## src/rtl/serial_adder_pkg.sv

```systemverilog
// Shared types and truth tables for the bit-serial mux-slice adder.
package serial_adder_pkg;

  typedef enum logic [1:0] {
    IDLE = 2'd0,
    RUN  = 2'd1,
    DONE = 2'd2
  } state_t;

  localparam logic [7:0] FA_SUM_TT  = 8'h96;
  localparam logic [7:0] FA_COUT_TT = 8'hE8;

  // 8:1 mux over a truth table, select = {a,b,c}
  function automatic logic tt_mux8(input logic [7:0] tt, input logic [2:0] sel);
    logic bit_v;
    case (sel)
      3'd0:    bit_v = tt[0];
      3'd1:    bit_v = tt[1];
      3'd2:    bit_v = tt[2];
      3'd3:    bit_v = tt[3];
      3'd4:    bit_v = tt[4];
      3'd5:    bit_v = tt[5];
      3'd6:    bit_v = tt[6];
      3'd7:    bit_v = tt[7];
      default: bit_v = 1'b0;
    endcase
    return bit_v;
  endfunction

endpackage

```

## src/rtl/serial_mux_adder_ctrl_slice.sv

```systemverilog
// fa_mux8_slice: one combinational full-adder bit built from two 8:1 muxes.
module fa_mux8_slice
  import serial_adder_pkg::*;
(
  input  logic a,
  input  logic b,
  input  logic c,
  output logic s,
  output logic co
);

  logic [2:0] sel_s;

  assign sel_s = {a, b, c};
  assign s     = tt_mux8(FA_SUM_TT, sel_s);
  assign co    = tt_mux8(FA_COUT_TT, sel_s);

endmodule

```

## src/rtl/serial_mux_adder_ctrl.sv

```systemverilog
// Bit-serial adder controller: feeds one fa_mux8_slice LSB-first over a WIDTH-bit word.
// Optional macro SERIAL_ADD_SUB_EN adds a 'sub' port for a-b (B inverted, carry-in forced to 1).
module serial_mux_adder_ctrl
  import serial_adder_pkg::*;
#(
  parameter int WIDTH = 8
) (
  input  logic             clk,
  input  logic             rst,
  input  logic             start,
  input  logic [WIDTH-1:0] a,
  input  logic [WIDTH-1:0] b,
  input  logic             cin,
`ifdef SERIAL_ADD_SUB_EN
  input  logic             sub,
`endif
  output logic             busy,
  output logic             done,
  output logic [WIDTH-1:0] sum,
  output logic             cout
);

  localparam int CW = (WIDTH > 1) ? $clog2(WIDTH) : 1;
  localparam logic [CW-1:0] CNT_LAST = CW'(WIDTH - 1);

  state_t           state_r;
  state_t           state_s;
  logic [WIDTH-1:0] a_sh_r;
  logic [WIDTH-1:0] b_sh_r;
  logic [WIDTH-1:0] sum_sh_r;
  logic             carry_r;
  logic [CW-1:0]    cnt_r;
  logic             slice_sum_s;
  logic             slice_cout_s;
  logic [WIDTH-1:0] b_load_s;
  logic             carry_load_s;

  fa_mux8_slice u_slice (
    .a  (a_sh_r[0]),
    .b  (b_sh_r[0]),
    .c  (carry_r),
    .s  (slice_sum_s),
    .co (slice_cout_s)
  );

  // Next-state decode
  always_comb begin
    state_s = state_r;
    case (state_r)
      IDLE: begin
        if (start) state_s = RUN;
        else       state_s = IDLE;
      end
      RUN: begin
        if (cnt_r == CNT_LAST) state_s = DONE;
        else                   state_s = RUN;
      end
      DONE:    state_s = IDLE;
      default: state_s = IDLE;
    endcase
  end

  // Operand B and initial carry as captured on an accepted start
  always_comb begin
    b_load_s     = b;
    carry_load_s = cin;
`ifdef SERIAL_ADD_SUB_EN
    if (sub) begin
      b_load_s     = ~b;
      carry_load_s = 1'b1;
    end else begin
      b_load_s     = b;
      carry_load_s = cin;
    end
`endif
  end

  // State, datapath shift registers and registered outputs
  always_ff @(posedge clk) begin
    if (rst) begin
      state_r  <= IDLE;
      a_sh_r   <= {WIDTH{1'b0}};
      b_sh_r   <= {WIDTH{1'b0}};
      sum_sh_r <= {WIDTH{1'b0}};
      carry_r  <= 1'b0;
      cnt_r    <= {CW{1'b0}};
      busy     <= 1'b0;
      done     <= 1'b0;
      sum      <= {WIDTH{1'b0}};
      cout     <= 1'b0;
    end else begin
      state_r <= state_s;
      busy    <= (state_s != IDLE);
      // done is seen the cycle after DONE, together with the freshly loaded sum/cout
      done    <= (state_r == DONE);
      case (state_r)
        IDLE: begin
          if (start) begin
            a_sh_r  <= a;
            b_sh_r  <= b_load_s;
            carry_r <= carry_load_s;
            cnt_r   <= {CW{1'b0}};
          end else begin
            cnt_r   <= cnt_r;
          end
        end
        RUN: begin
          sum_sh_r <= {slice_sum_s, sum_sh_r[WIDTH-1:1]};
          a_sh_r   <= {1'b0, a_sh_r[WIDTH-1:1]};
          b_sh_r   <= {1'b0, b_sh_r[WIDTH-1:1]};
          carry_r  <= slice_cout_s;
          cnt_r    <= cnt_r + {{(CW-1){1'b0}}, 1'b1};
        end
        DONE: begin
          sum  <= sum_sh_r;
          cout <= carry_r;
        end
        default: begin
          cnt_r <= {CW{1'b0}};
        end
      endcase
    end
  end

endmodule

```

## config.mk

```make
export PLATFORM = sky130hd
export DESIGN_NAME = serial_mux_adder_ctrl
export DESIGN_NICKNAME = d
export VERILOG_FILES = /design/src/rtl/serial_adder_pkg.sv /design/src/rtl/serial_mux_adder_ctrl_slice.sv /design/src/rtl/serial_mux_adder_ctrl.sv
export SDC_FILE = /design/constraint.sdc
export NUM_CORES = 1
export LEC_CHECK = 0
export CORE_ASPECT_RATIO = 0.7
export CORE_MARGIN = 1.5
export CORE_UTILIZATION = 51
export DETAILED_ROUTE_END_ITERATION = 16
export HOLD_SLACK_MARGIN = 0.1
export PLACE_DENSITY = 0.84
export SYNTH_ARGS = -nofsm -noshare
export SYNTH_HDL_FRONTEND = slang
export SYNTH_SLANG_ARGS = --single-unit
export TNS_END_PERCENT = 50
```

## constraint.sdc

```tcl
create_clock -name clk -period 1.7 [get_ports clk]
set_input_delay 0.425 -clock clk [delete_from_list [all_inputs] [get_ports clk]]
set_output_delay 0.425 -clock clk [all_outputs]
set_load 0.03 [all_outputs]
```

==> impl_metrics.yaml <==
floorplanning:
  num_rows: 17
  initial_core_util: 0.547
  fp.dieW_microns: 73.1
  ios: 31
  chipHeight_microns: 52.1
  core-area_sq_um: 3210
  dieArea_sq_um: 3810
logic_synthesis:
  synth_edf_count: 0
  synth_flop_cell: "dfxtp_1"
  ys_warn_count: 0
  syn-cell-area_sq_um: 1760
  synth_cell_types: 30
  ys_async_sr_fraction: 0
  postSynthCellCount: 201
  synth.most_common_cell: "nand2_1"
  synthesis.nets: 223
  synthTopCellsByCount: "nand2_1, dfxtp_1, nor2_1"
  ys_seq_area_frac: 0.479
  synth_top_area_cell: "dfxtp_1"
  ys_seq_elements: 42
  syn_avg_cell_area_sq_um: 8.74
  synth_top_area_frac: 0.479
  yosys-top-cells-area: "dfxtp_1, nand2_1, a311oi_2, a21oi_1, nor2_1"
timing:
  fin_crit_sh: 0.937
  slew_headroom: 0.704
  hold_viol: 0
  setup_slack_ns: 0.107
  slew_viol_final: 0
  rsz0062_at_grt: "no"
  fmax_mhz: 628
  holdWs_ns: 0.451
  tightest_slew_ns: 0.444
  worst_clock_skew_ns: 0.00439
  setup_viol: 0
  min_period_ns: 1.59
detailed_routing:
  drt_first_pass_iters: 4
  via_per_inst: 5.14
  drt_iter0_drc: 68
  wl_microns: 3770
  wire_per_inst_microns: 13.2
  drcViolationCount: 0
  num_vias: 1469
  ant_nets: 0
grt:
  gr-total-overflow: 0
  grt_usage: 0.223
  grt_pass1_vias: 1291
  grt_antenna_before_repair: 0
  grt_max_degree: 24
  grt_pass1_wl_microns: 6150
finish:
  antennaDiodeCount: 0
  area_growth_syn_to_layout_pct: 29.3
  fillers: 247
  drive_gt1_frac: 0.172
  finish.net_count: 260
  finalInstanceArea_sq_um: 2270
min_path:
  hold_class: "flop to flop"
placement:
  hpwl_microns: 2470
  port-buffer-count: 30
  placed_cell_area_sq_um: 2140
  dp_slack_ns: -0.147
  place.gp.congestion: 0.762
worst_setup_path:
  crit_required_ns: 1.89
  critical_path_class: "input pin to flop"
  arrival_ns: 1.78
  start_kind: "input pin"
  end_kind: "flop"
  path_max_fanout: 3
  rrSetupSlack_ns: 0.18
power_and_ir_drop:
  ir_drop_v: 0.000503
  p_per_area_nw_per_um2: 1010
  p_leak_nw: 0.896
clocking:
  clkLatencyLatePin_ns: 0.29
  cts-root-buf: "clkbuf_8"
  clk_path_buf_depth: 2
  path_clk_slew_ns: 0.08
  htreeDepth: 2
  cts_buffers: 5
  cts_tree: "built"
  cts_num_sinks: 42
  hold_buffers: 0
job:
  cap_violations: 0
status:
  status: "finished, final reports clean"
[power breakdown]
group / leakage [nW] / switching (mW) / internal [mW]
clock: 0.0714 / 0.344 / 0.626
combinational: 0.481 / 0.133 / 0.132
sequential: 0.344 / 0.0310 / 1.03
total: 0.896 / 0.508 / 1.79
[cell type report]
class | count | area, sq um | area share
multi-input combinational | 141 | 820 | 0.361
timing repair buffer | 45 | 399 | 0.176
clock buffer | 6 | 82.6 | 0.0363
clock inverter | 2 | 60.1 | 0.0264
tap | 47 | 58.8 | 0.0259
sequential | 42 | 841 | 0.370
inverter | 3 | 11.3 | 0.00496
[critical path, stage by stage]
cell	delay, ns
clkdlybuf4s50_1	0.53
nor4b_1	0.38
nor4_2	0.13
maj3_2	0.31
[per-stage QoR]
stage                     std cells  power (mW)   util  TNS (ns)
final                           286        2.29  0.707         0
after global routing            286        2.38  0.707         0
after CTS                       286        2.30  0.707         0
after detailed placement        278        1.34  0.667     -1.79
after global placement          278        1.33  0.667     -1.16
after floorplan                 201        1.25      -         0
[state kept, by name (all words and copies together) (netlist names), 2 cells and up]
| register | count |
|---|---|
| sum | 8 |
| sum_sh_r | 8 |
| state_r | 2 |
| a_sh_r | 8 |
| b_sh_r | 8 |
| cnt_r | 3 |
[final timing paths]
kind,startpoint,end,depth (start not counted)
worst max-delay path,start,u_slice.co,4
worst min-delay path,cout,cout,2
worst max register to register,state_r[0],u_slice.co,4
worst min register to register,cout,cout,2
[placed cells by master (no fill, tap or decap), types with 2 or more instances in the layout]
cell type,n
nand2_1,58
dfxtp_1,42
nor2_1,25
a21oi_1,19
clkdlybuf4s50_1,19
buf_4,15
dlygate4sd2_1,11
a311oi_2,10
clkbuf_8,6
a22oi_1,4
nor3_1,3
nor4_2,2
nor3b_1,2
inv_1,2
xnor2_1,2
a311oi_1,2
ha_1,2
bufinv_16,2
[routing by layer]
layer	global-route usage	up-vias	share of wire
li1	-	748	-
met1	0.301	665	0.48
met2	0.321	42	0.44
met3	0.0620	14	0.046
met4	0.119	0	0.032
met5	0	-	0
[what timing repair did]
action | in CTS | in global routing
hold endpoints to repair | 0 | 0
setup endpoints to repair | 11 | 2
setup buffers | 0 | 0
resized for setup | 11 | 1
[cell families after synthesis]
kind of cell | synth area share
multiplexers | 0.00570
flip-flops | 0.479
buffers and inverters | 0.0556
AND/OR/NAND/NOR | 0.238
XOR/XNOR | 0.00997
AO/OA/AOI/OAI | 0.192
adder cells (fa/ha/maj) | 0.0207
Note: power is estimated with default switching activity, not from simulation.
